## config.mk

```make
export PLATFORM = sky130hd
export DESIGN_NAME = chimera_eoc_collector_flat
export DESIGN_NICKNAME = d
export VERILOG_FILES = /design/src/rtl/chimera_eoc_pkg.sv /design/src/rtl/chimera_eoc_collector_if.sv /design/src/rtl/chimera_eoc_timer.sv /design/src/rtl/chimera_eoc_collector.sv /design/src/flat_wrapper.sv
export SDC_FILE = /design/constraint.sdc
export NUM_CORES = 1
export LEC_CHECK = 0
export CAP_MARGIN = 25
export CORE_UTILIZATION = 40
export CTS_BUF_LIST = sky130_fd_sc_hd__clkbuf_4 sky130_fd_sc_hd__clkbuf_8 sky130_fd_sc_hd__clkbuf_16
export CTS_CLUSTER_DIAMETER = 40
export CTS_CLUSTER_SIZE = 25
export DETAILED_ROUTE_END_ITERATION = 16
export PLACE_DENSITY = 0.67
export SLEW_MARGIN = 20
export SYNTH_ARGS = -nofsm -noshare
export SYNTH_HDL_FRONTEND = slang
export SYNTH_SLANG_ARGS = --single-unit
export TNS_END_PERCENT = 10
```

## constraint.sdc

```tcl
create_clock -name clk_i -period 3.6 [get_ports clk_i]
set_input_delay 0.54 -clock clk_i [delete_from_list [all_inputs] [get_ports clk_i]]
set_output_delay 0.54 -clock clk_i [all_outputs]
set_load 0.1 [all_outputs]
```

## src/rtl/chimera_eoc_pkg.sv

```systemverilog
// Shared types and helpers for the Chimera end-of-computation collector.
// A code word carries the EOC flag in its LSB and the exit value above it.
package chimera_eoc_pkg;

  typedef enum logic [1:0] {
    EOC_IDLE   = 2'd0,
    EOC_ARMED  = 2'd1,
    EOC_RESULT = 2'd2
  } eoc_state_e;

  localparam int EocFlagBit = 0;

  // Widest code word the helper accepts; callers zero-extend and truncate back.
  localparam int MaxExitWidth = 64;

  function automatic logic [MaxExitWidth-2:0] eoc_value(input logic [MaxExitWidth-1:0] code);
    return code[MaxExitWidth-1:1];
  endfunction

endpackage

```

## src/rtl/chimera_eoc_collector_if.sv

```systemverilog
// Bundle of the collector's control, per-channel write and result signals.
// Handshakes: a transfer happens on a clock edge where valid && ready; a source holds
// its word stable until accepted, and the collector holds its result until eoc_ready_i.
interface chimera_eoc_collector_if #(
  parameter int unsigned NumChannels  = 4,
  parameter int unsigned ExitWidth    = 32,
  parameter int unsigned TimeoutWidth = 32
);
  logic                                  arm_i;
  logic                                  mode_i;
  logic [TimeoutWidth-1:0]               timeout_i;
  logic [NumChannels-1:0]                ch_valid_i;
  logic [NumChannels-1:0][ExitWidth-1:0] ch_code_i;
  logic [NumChannels-1:0]                ch_ready_o;
  logic                                  eoc_valid_o;
  logic                                  eoc_ready_i;
  logic [ExitWidth-2:0]                  exit_code_o;
  logic                                  timeout_o;
  logic [NumChannels-1:0]                done_mask_o;
  logic                                  busy_o;

  modport master (
    output arm_i, mode_i, timeout_i, ch_valid_i, ch_code_i, eoc_ready_i,
    input  ch_ready_o, eoc_valid_o, exit_code_o, timeout_o, done_mask_o, busy_o
  );

  modport slave (
    input  arm_i, mode_i, timeout_i, ch_valid_i, ch_code_i, eoc_ready_i,
    output ch_ready_o, eoc_valid_o, exit_code_o, timeout_o, done_mask_o, busy_o
  );
endinterface

```

## src/rtl/chimera_eoc_timer.sv

```systemverilog
// Loadable run timer: clear latches the limit, enable counts, expired flags the
// last allowed cycle. A zero limit never expires.
module chimera_eoc_timer #(
  parameter int unsigned Width = 32
) (
  input  logic             clk,
  input  logic             rst_n,
  input  logic             clear,
  input  logic             enable,
  input  logic [Width-1:0] limit,
  output logic             expired
);
  logic [Width-1:0] count;
  logic [Width-1:0] limit_q;

  always_ff @(posedge clk or negedge rst_n) begin
    if (!rst_n) begin
      count   <= '0;
      limit_q <= '0;
    end else if (clear) begin
      count   <= '0;
      limit_q <= limit;
    end else if (enable) begin
      count <= count + Width'(1);
    end
  end

  // count == limit-1 in the cycle that is limit cycles after the arm edge
  assign expired = enable && (limit_q != '0) && (count == limit_q - Width'(1));

endmodule

```

## src/rtl/chimera_eoc_collector.sv

```systemverilog
// Multi-channel EOC collector: waits for all/any channel to flag EOC (or a timeout)
// and presents one aggregated exit code through a valid/ready result port.
module chimera_eoc_collector
  import chimera_eoc_pkg::*;
#(
  parameter int unsigned NumChannels  = 4,
  parameter int unsigned ExitWidth    = 32,
  parameter int unsigned TimeoutWidth = 32
) (
  input  logic                          clk_i,
  input  logic                          rst_ni,
  chimera_eoc_collector_if.slave        bus,
  output eoc_state_e                    state_o
);
  eoc_state_e             state;
  logic                   mode_q;
  logic [NumChannels-1:0] done_mask;
  logic [ExitWidth-2:0]   cap_q;
  logic                   have_cap_q;
  logic                   valid_q;
  logic [ExitWidth-2:0]   exit_q;
  logic                   timeout_q;
  logic                   busy_q;

  logic [NumChannels-1:0] hit;
  logic [NumChannels-1:0] nz;
  logic [ExitWidth-2:0]   val [NumChannels];
  logic                   pick_valid;
  logic [ExitWidth-2:0]   pick_value;
  logic [NumChannels-1:0] done_next;
  logic                   complete;
  logic [ExitWidth-2:0]   cap_next;
  logic                   arm_fire;
  logic                   expired;

  assign arm_fire       = (state == EOC_IDLE) && bus.arm_i;
  assign bus.ch_ready_o = (state == EOC_ARMED) ? ~done_mask : '0;

  for (genvar i = 0; i < NumChannels; i++) begin : g_ch
    assign val[i] = (ExitWidth-1)'(eoc_value(MaxExitWidth'(bus.ch_code_i[i])));
    assign hit[i] = bus.ch_valid_i[i] && bus.ch_ready_o[i] && bus.ch_code_i[i][EocFlagBit];
    assign nz[i]  = hit[i] && (val[i] != '0);
  end

  // Lowest channel index wins among same-cycle nonzero values
  always_comb begin
    pick_valid = 1'b0;
    pick_value = '0;
    for (int i = NumChannels - 1; i >= 0; i--) begin
      if (nz[i]) begin
        pick_valid = 1'b1;
        pick_value = val[i];
      end
    end
  end

  assign done_next = done_mask | hit;
  assign complete  = mode_q ? (|done_next) : (&done_next);
  assign cap_next  = have_cap_q ? cap_q : pick_value;

  chimera_eoc_timer #(.Width(TimeoutWidth)) u_timer (
    .clk     (clk_i),
    .rst_n   (rst_ni),
    .clear   (arm_fire),
    .enable  (state == EOC_ARMED),
    .limit   (bus.timeout_i),
    .expired (expired)
  );

  always_ff @(posedge clk_i or negedge rst_ni) begin
    if (!rst_ni) begin
      state      <= EOC_IDLE;
      mode_q     <= 1'b0;
      done_mask  <= '0;
      cap_q      <= '0;
      have_cap_q <= 1'b0;
      valid_q    <= 1'b0;
      exit_q     <= '0;
      timeout_q  <= 1'b0;
      busy_q     <= 1'b0;
    end else begin
      case (state)
        EOC_IDLE: begin
          if (bus.arm_i) begin
            state      <= EOC_ARMED;
            mode_q     <= bus.mode_i;
            done_mask  <= '0;
            cap_q      <= '0;
            have_cap_q <= 1'b0;
            exit_q     <= '0;
            timeout_q  <= 1'b0;
            busy_q     <= 1'b1;
          end
        end
        EOC_ARMED: begin
          done_mask  <= done_next;
          cap_q      <= cap_next;
          have_cap_q <= have_cap_q | pick_valid;
          // Completion takes priority over a same-cycle expiry
          if (complete) begin
            state     <= EOC_RESULT;
            valid_q   <= 1'b1;
            exit_q    <= cap_next;
            timeout_q <= 1'b0;
            busy_q    <= 1'b0;
          end else if (expired) begin
            state     <= EOC_RESULT;
            valid_q   <= 1'b1;
            exit_q    <= '1;
            timeout_q <= 1'b1;
            busy_q    <= 1'b0;
          end
        end
        EOC_RESULT: begin
          if (bus.eoc_ready_i) begin
            state   <= EOC_IDLE;
            valid_q <= 1'b0;
          end
        end
        default: state <= EOC_IDLE;
      endcase
    end
  end

  assign bus.eoc_valid_o = valid_q;
  assign bus.exit_code_o = exit_q;
  assign bus.timeout_o   = timeout_q;
  assign bus.done_mask_o = done_mask;
  assign bus.busy_o      = busy_q;
  assign state_o         = state;

endmodule

```

## src/flat_wrapper.sv

```systemverilog
// flat-port wrapper written by rule: the top's interface ports become plain ports
module chimera_eoc_collector_flat import chimera_eoc_pkg::*;
#(
  parameter int unsigned NumChannels  = 4,
  parameter int unsigned ExitWidth    = 32,
  parameter int unsigned TimeoutWidth = 32
)
  (clk_i, rst_ni, state_o, bus_arm_i, bus_mode_i, bus_timeout_i, bus_ch_valid_i, bus_ch_code_i, bus_eoc_ready_i, bus_ch_ready_o, bus_eoc_valid_o, bus_exit_code_o, bus_timeout_o, bus_done_mask_o, bus_busy_o);
  chimera_eoc_collector_if #(.NumChannels(NumChannels), .ExitWidth(ExitWidth), .TimeoutWidth(TimeoutWidth)) bus_i ();
  input  logic clk_i;
  input  logic rst_ni;
  output eoc_state_e state_o;
  input wire logic [$bits(bus_i.arm_i)-1:0] bus_arm_i;
  input wire logic [$bits(bus_i.mode_i)-1:0] bus_mode_i;
  input wire logic [$bits(bus_i.timeout_i)-1:0] bus_timeout_i;
  input wire logic [$bits(bus_i.ch_valid_i)-1:0] bus_ch_valid_i;
  input wire logic [$bits(bus_i.ch_code_i)-1:0] bus_ch_code_i;
  input wire logic [$bits(bus_i.eoc_ready_i)-1:0] bus_eoc_ready_i;
  output wire logic [$bits(bus_i.ch_ready_o)-1:0] bus_ch_ready_o;
  output wire logic [$bits(bus_i.eoc_valid_o)-1:0] bus_eoc_valid_o;
  output wire logic [$bits(bus_i.exit_code_o)-1:0] bus_exit_code_o;
  output wire logic [$bits(bus_i.timeout_o)-1:0] bus_timeout_o;
  output wire logic [$bits(bus_i.done_mask_o)-1:0] bus_done_mask_o;
  output wire logic [$bits(bus_i.busy_o)-1:0] bus_busy_o;
  assign bus_i.arm_i = bus_arm_i;
  assign bus_i.mode_i = bus_mode_i;
  assign bus_i.timeout_i = bus_timeout_i;
  assign bus_i.ch_valid_i = bus_ch_valid_i;
  assign bus_i.ch_code_i = bus_ch_code_i;
  assign bus_i.eoc_ready_i = bus_eoc_ready_i;
  assign bus_ch_ready_o = bus_i.ch_ready_o;
  assign bus_eoc_valid_o = bus_i.eoc_valid_o;
  assign bus_exit_code_o = bus_i.exit_code_o;
  assign bus_timeout_o = bus_i.timeout_o;
  assign bus_done_mask_o = bus_i.done_mask_o;
  assign bus_busy_o = bus_i.busy_o;
  chimera_eoc_collector #(.NumChannels(NumChannels), .ExitWidth(ExitWidth), .TimeoutWidth(TimeoutWidth)) u_core (.clk_i(clk_i), .rst_ni(rst_ni), .bus(bus_i), .state_o(state_o));
endmodule
```

==> results of run 1 <==
-- per-stage QoR --
| stage | total power (µW) | cell area [µm²] |
|---|---|---|
| after global placement | 8680 | 11400 |
| after detailed placement | 8760 | 11400 |
| after CTS | 10500 | 12000 |
| after floorplan | 7080 | 8940 |
| final | 10500 | 12000 |
| after global routing | 11100 | 12000 |
-- layout make-up --
cell class	count	area (µm²)
sequential	137	3430
tap	280	350
multi-input combinational	838	5160
fill	2004	9850
timing repair buffer	246	2410
inverter	11	41.3
clock buffer	18	439
clock inverter	14	139
-- repair_timing --
item | CTS | global route
gates resized for setup | 0 | 1
hold buffers | 0 | 0
buffers inserted | 0 | 0
setup endpoints to repair | 0 | 1
-- state kept, by name, summed over array words and instances, names as in the netlist --
name	count
u_core.u_timer.count	32
u_core.u_timer.limit_q	32
u_core.bus.exit_code_o	31
u_core.cap_q	31
u_core.bus.done_mask_o	4
u_core.state_o	2
u_core.bus.busy_o	1
u_core.bus.eoc_valid_o	1
u_core.bus.timeout_o	1
u_core.have_cap_q	1
u_core.mode_q	1
-- layout by cell type (no fill, tap or decap), drive strengths merged, types with 12 or more instances in the layout --
cell type | netlist | layout
a21oi | 42 | 42
nor2 | 115 | 115
o31ai | 41 | 41
xnor2 | 24 | 24
buf | 15 | 41
nor3 | 20 | 20
clkbuf | 71 | 18
mux2i | 13 | 13
a31oi | 34 | 34
a211oi | 34 | 34
nand2 | 196 | 196
dfrtp | 137 | 137
a32o | 29 | 29
nor4 | 43 | 43
and3 | 12 | 12
o21ai | 30 | 30
o311a | 29 | 29
nand3 | 24 | 24
inv | 11 | 16
clkdlybuf4s50 | 0 | 205
nand4 | 16 | 16
xor2 | 12 | 12
nand2b | 37 | 37
-- per-layer routing --
metal / track usage, % / up-vias
met5: 0 / -
met4: 8.95 / 0
met3: 4.46 / 49
met2: 42.0 / 326
met1: 33.5 / 4253
li1: - / 4315
-- cell families after synthesis --
logic type,after synthesis
adder cells (fa/ha/maj),2
multiplexers,15
flip-flops,137
buffers and inverters,97
AO/OA/AOI/OAI,279
AND/OR/NAND/NOR,506
XOR/XNOR,36
-- worst paths after layout --
check / start / to / cells past startpoint
max: u_core.u_timer.limit_q[0] / u_core.bus.exit_code_o[28] / 10
min: rst_ni / u_core.u_timer.count[24] / 1
max reg2reg: u_core.u_timer.limit_q[0] / u_core.bus.exit_code_o[28] / 10
min reg2reg: u_core.cap_q[1] / u_core.cap_q[1] / 1
max in group asynchronous: rst_ni / u_core.bus.exit_code_o[20] / 2
min in group clk_i: u_core.cap_q[1] / u_core.cap_q[1] / 1
-- critical path, stage by stage, from the launching register on --
cell      delay, ns
dfrtp_1        0.42
inv_1          0.09
ha_1           0.22
or3b_2         0.56
or4_1          0.57
or3_1          0.31
a31oi_1        0.16
and4bb_1       0.28
nand4_4        0.10
buf_12         0.22
a211oi_2       0.25
-- power breakdown --
| group | leakage (µW) | internal (µW) | switching, µW |
|---|---|---|---|
| sequential | 0.00177 | 2120 | 684 |
| combinational | 0.00277 | 2020 | 3960 |
| clock | 0.000276 | 983 | 732 |
==> impl_metrics.yaml, run 1 <==
layout:
  drive_above_1_share_pct: 9.89
  stdcell_count: 1544
  antenna_cells: 0
  nets: 1422
  fin_util_pct: 54.9
  area_growth_pct: 34.1
clocking:
  cts_tree: "done"
  numCtsBuffers: 17
  cts-htree-levels: 4
  clk_pin_slew_ns: 0.07
  clock_path_buffers: 2
  cts_root_buffer: "clkbuf_16"
  clkLatencyLatePin_ns: 0.43
  numClockSinks: 137
yosys:
  synth_compound_area_share_pct: 24.6
  synth.most_common_cell: "nand2_1"
  ys_warn_count: 0
  synthAdderAreaFrac_pct: 0.280
  syn_inst: 1072
  synth_xor_area_share_pct: 3.53
  synth_edf_count: 0
  syn_nets: 1243
  synth_seq_area_share_pct: 38.4
  synth_mux_area_share_pct: 1.71
  yosysTopAreaCell: "dfrtp_1"
  ys_ff_latch: 137
  yosys-top-cells-area: "dfrtp_1 38%, nand2_1 8.2%, nor2_1 4.8%, a211oi_2 3.8%, o31ai_1 3.4%"
  synth_cell_types: 63
  synth_top_area_share_pct: 38.4
  netlist_area_mm2: 0.00893
  syn_avg_cell_area_um2: 8.33
  synth_flop_cell: "dfrtp_1"
  synthArstFlopShare_pct: 100
  synthSimpleGateAreaFrac_pct: 27.0
  synth_top_family_by_area: "simple AND/OR/NAND/NOR gates"
  synthTopCellsByCount: "196 x nand2_1, 137 x dfrtp_1, 115 x nor2_1, 71 x clkbuf_1"
global_routing:
  grt_pass1_wl_mm: 45.2
  grt_pass1_vias: 8526
  gr-total-overflow: 0
  grt_use_total_pct: 25.5
  grt_max_degree: 72
  antenna_found_initial: 0
setup_path:
  required_ns: 3.94
  reg2reg_setup_slack_ns: 0.30
  worstSetupStartpointType: "flip-flop"
  arrival_ns: 3.64
  path_class: "flip-flop to flip-flop"
  critPathMaxFanout: 34
  end_kind: "flip-flop"
detailed_routing:
  wl_met1_mm: 12.6
  drtIter0Drc: 583
  firstDrtPassIters: 5
  ant_nets: 0
  avgRoutedWirePerCell_um: 18.4
  top_layer: "met4"
  wl_mm: 28.5
  wl_met3_mm: 1.49
  vias: 8943
  vias_per_cell: 5.79
  route.detailed.drc: 0
  wl_met2_mm: 13.6
timing:
  slew_headroom_pct: 28.1
  drv_slew: 0
  rsz0062_at_grt: "no"
  skew_ns: 0.0160
  timing.final.setup_violations: 0
  fin_ws_ns: 0.301
  setup_tns_ns: 0
  finalCriticalPeriod_ns: 3.30
  fin_crit_sh_pct: 91.6
  hold_viol: 0
  fmax_mhz: 303
  tightest_slew_ns: 1.07
  hold_slack_ns: 0.124
die:
  die-height_um: 151
  io_pins: 213
  die_x_um: 151
  core_mm2: 0.0218
  rows: 54
  initial_core_util_pct: 40.9
  dieArea_mm2: 0.0229
placed_design:
  hpwl_mm: 21.1
  placed_cells: 1512
  place_ws_ns: 0.150
  numPortBuffers: 212
  place_congestion: 0.933
job:
  maxCapViolations: 0
pwr:
  p_per_area_mw_per_mm2: 877
  peakVddDrop_uv: 519
  total_leakage_power_uw: 0.00481
min_path:
  hp-class: "input pin to async pin"
run_status:
  status: "finished clean"
Power figures use the tool's default switching activity.
==> run 2, diff against run 1 <==
--- a/config.mk
+++ b/config.mk
@@ -8,3 +8,3 @@
 export CAP_MARGIN = 25
-export CORE_UTILIZATION = 40
+export CORE_UTILIZATION = 35
 export CTS_BUF_LIST = sky130_fd_sc_hd__clkbuf_4 sky130_fd_sc_hd__clkbuf_8 sky130_fd_sc_hd__clkbuf_16
@@ -13,3 +13,2 @@
 export DETAILED_ROUTE_END_ITERATION = 16
-export PLACE_DENSITY = 0.67
 export SLEW_MARGIN = 20
--- a/constraint.sdc
+++ b/constraint.sdc
@@ -3,2 +3,2 @@
 set_output_delay 0.54 -clock clk_i [all_outputs]
-set_load 0.1 [all_outputs]
+set_load 0.005 [all_outputs]
==> impl_metrics.yaml, run 2 (same netlist as run 1, synthesis figures left out) <==
detailed_routing:
  top_layer: "met4"
  wl_met2_mm: 14.2
  wl_met1_mm: 12.9
  vias_per_cell: 5.54
  vias: 8842
  drtIter0Drc: 633
  ant_nets: 0
  wl_met3_mm: 1.67
  firstDrtPassIters: 12
  route.detailed.drc: 1
  wl_mm: 29.6
  avgRoutedWirePerCell_um: 18.6
placed_design:
  placed_area_mm2: 0.0115
  numPortBuffers: 212
  hpwl_mm: 22.2
  place_congestion: 0.922
global_routing:
  grt_use_total_pct: 23.1
  grt_pass1_vias: 8551
  antenna_found_initial: 0
  grt_pass1_wl_mm: 47.1
  gr-total-overflow: 0
  grt_max_degree: 73
timing:
  setup_tns_ns: 0
  tightest_slew_ns: 0.965
  hold_viol: 0
  fmax_mhz: 306
  finalCriticalPeriod_ns: 3.26
  fin_crit_sh_pct: 90.7
  drv_slew: 0
  slew_headroom_pct: 35.6
  skew_ns: 0.0117
  rsz0062_at_grt: "no"
  timing.final.setup_violations: 0
setup_path:
  reg2reg_setup_slack_ns: 0.34
  r2r_cells: 10
  critPathMaxFanout: 34
  crit_path_start: "u_core.u_timer.limit_q[0]"
  end_kind: "flip-flop"
  rr_endpoint: "u_core.bus.exit_code_o[28]"
  worstSetupStartpointType: "flip-flop"
  regToRegStartpoint: "u_core.u_timer.limit_q[0]"
  arrival_ns: 3.59
  required_ns: 3.93
  path_class: "flip-flop to flip-flop"
layout:
  final_cell_mix: "211 x clkdlybuf4s50_1, 196 x nand2_1, 136 x dfrtp_1"
  fin_area_mm2: 0.0121
  final_common_cell: "clkdlybuf4s50_1"
  antenna_cells: 0
  nets: 1425
  multi_input_area_mm2: 0.00515
  drive_above_1_share_pct: 9.47
  reg_top3: "u_core.u_timer.count: 32 flops, u_core.u_timer.limit_q: 32 flops"
  area_growth_pct: 35.6
  seqCellArea_mm2: 0.00343
  nFillCells: 2461
pwr:
  p_sw_share_pct: 41.2
  switching_power_uw: 3700
  seq_power_share_pct: 31.4
  p_per_area_mw_per_mm2: 741
  p_comb_share_pct: 48.0
  total_leakage_power_uw: 0.00484
  power.share.clock_pct: 20.5
  p_int_uw: 5270
  peakVddDrop_uv: 361
die:
  die-height_um: 162
  die_x_um: 162
  initial_core_util_pct: 35.6
  io_pins: 213
  core_mm2: 0.0251
  dieArea_mm2: 0.0261
  rows: 58
run_status:
  violations: "DRC"
  status: "finished with violations"
clocking:
  clkLatencyLatePin_ns: 0.43
  numClockSinks: 137
  cts_root_buffer: "clkbuf_16"
  ctsHoldBuffers: 0
  cts-htree-levels: 4
  numCtsBuffers: 17
  clock_path_buffers: 2
  cts_tree: "done"
  clk_pin_slew_ns: 0.06
job:
  maxCapViolations: 0
min_path:
  hp-class: "input pin to async pin"
-- run 2: cell count changes in the layout (fill, tap and decap cells not counted), moves of 2 or more --
cell             previous run  this run
clkinv_4                    4         0
bufinv_16                   1         3
clkdlybuf4s50_1           205       211
nor2_4                      2         0
nor2_1                    111       113
buf_4                      36        32
-- run 2: how the worst max path moves through the flow --
stage | slack [ns] | end | cells after the start
2_1_floorplan | 0.54 | u_core.bus.exit_code_o[1] | 11
3_3_place_gp | 0.22 | u_core.bus.exit_code_o[22] | 10
3_5_place_dp | 0.21 | u_core.bus.exit_code_o[10] | 10
4_1_cts | 0.19 | u_core.bus.exit_code_o[28] | 8
5_1_grt | 0.11 | u_core.bus.exit_code_o[29] | 10
6_report | 0.34 | u_core.bus.exit_code_o[28] | 10
-- run 2: cell type report --
cell class              count  area share (%)
clock buffers              17            3.51
clock inverters            15            1.56
inverters                  11           0.341
multi-input cells         838            42.5
flip-flops and latches    137            28.3
well taps                 330            3.41
repair buffers            249            20.3
-- run 2: timing repair --
item / 4_1_cts / 5_1_grt
buffers inserted: 0 / 3
gates resized for setup: 0 / 1
endpoints found under the setup margin: 0 / 29
-- run 2: metal layers --
layer	track usage [%]	up-vias
li1	-	4319
met1	29.6	4177
met2	38.5	305
met3	4.09	41
met4	9.39	0
met5	0	-
-- run 2: power by group through the flow --
stage / registers (µW) / clock network [µW] / logic, µW
after floorplan: 2520 / 0 / 2920
after global placement: 2830 / 0 / 4270
after detailed placement: 2840 / 0 / 4320
after CTS: 2820 / 1880 / 4340
after global routing: 2920 / 1940 / 4770
final: 2820 / 1840 / 4310
-- run 2: critical path, cell delays in order, from the launching register on --
cell and delay, ns:
dfrtp_1 0.42, inv_1 0.09, ha_1 0.21, or3b_2 0.55, or4_1 0.56, or3_1 0.32, a31oi_1 0.15, and4bb_1 0.28
nand4_4 0.11, buf_12 0.23, a211oi_1 0.24
-- run 2: stage by stage --
stage | utilization, % | power (µW) | instances | worst slack [ns] | hold WS [ns]
finish | 48.2 | 8970 | 1597 | 0.336 | 0.122
detailed placement | 45.7 | 7160 | 1562 | 0.213 | 0.473
CTS | 48.1 | 9040 | 1594 | 0.190 | 0.145
floorplan | - | 5440 | 1072 | 0.541 | 0.244
global placement | 45.7 | 7100 | 1562 | 0.222 | 0.465
global route | 48.2 | 9630 | 1597 | 0.109 | 0.172
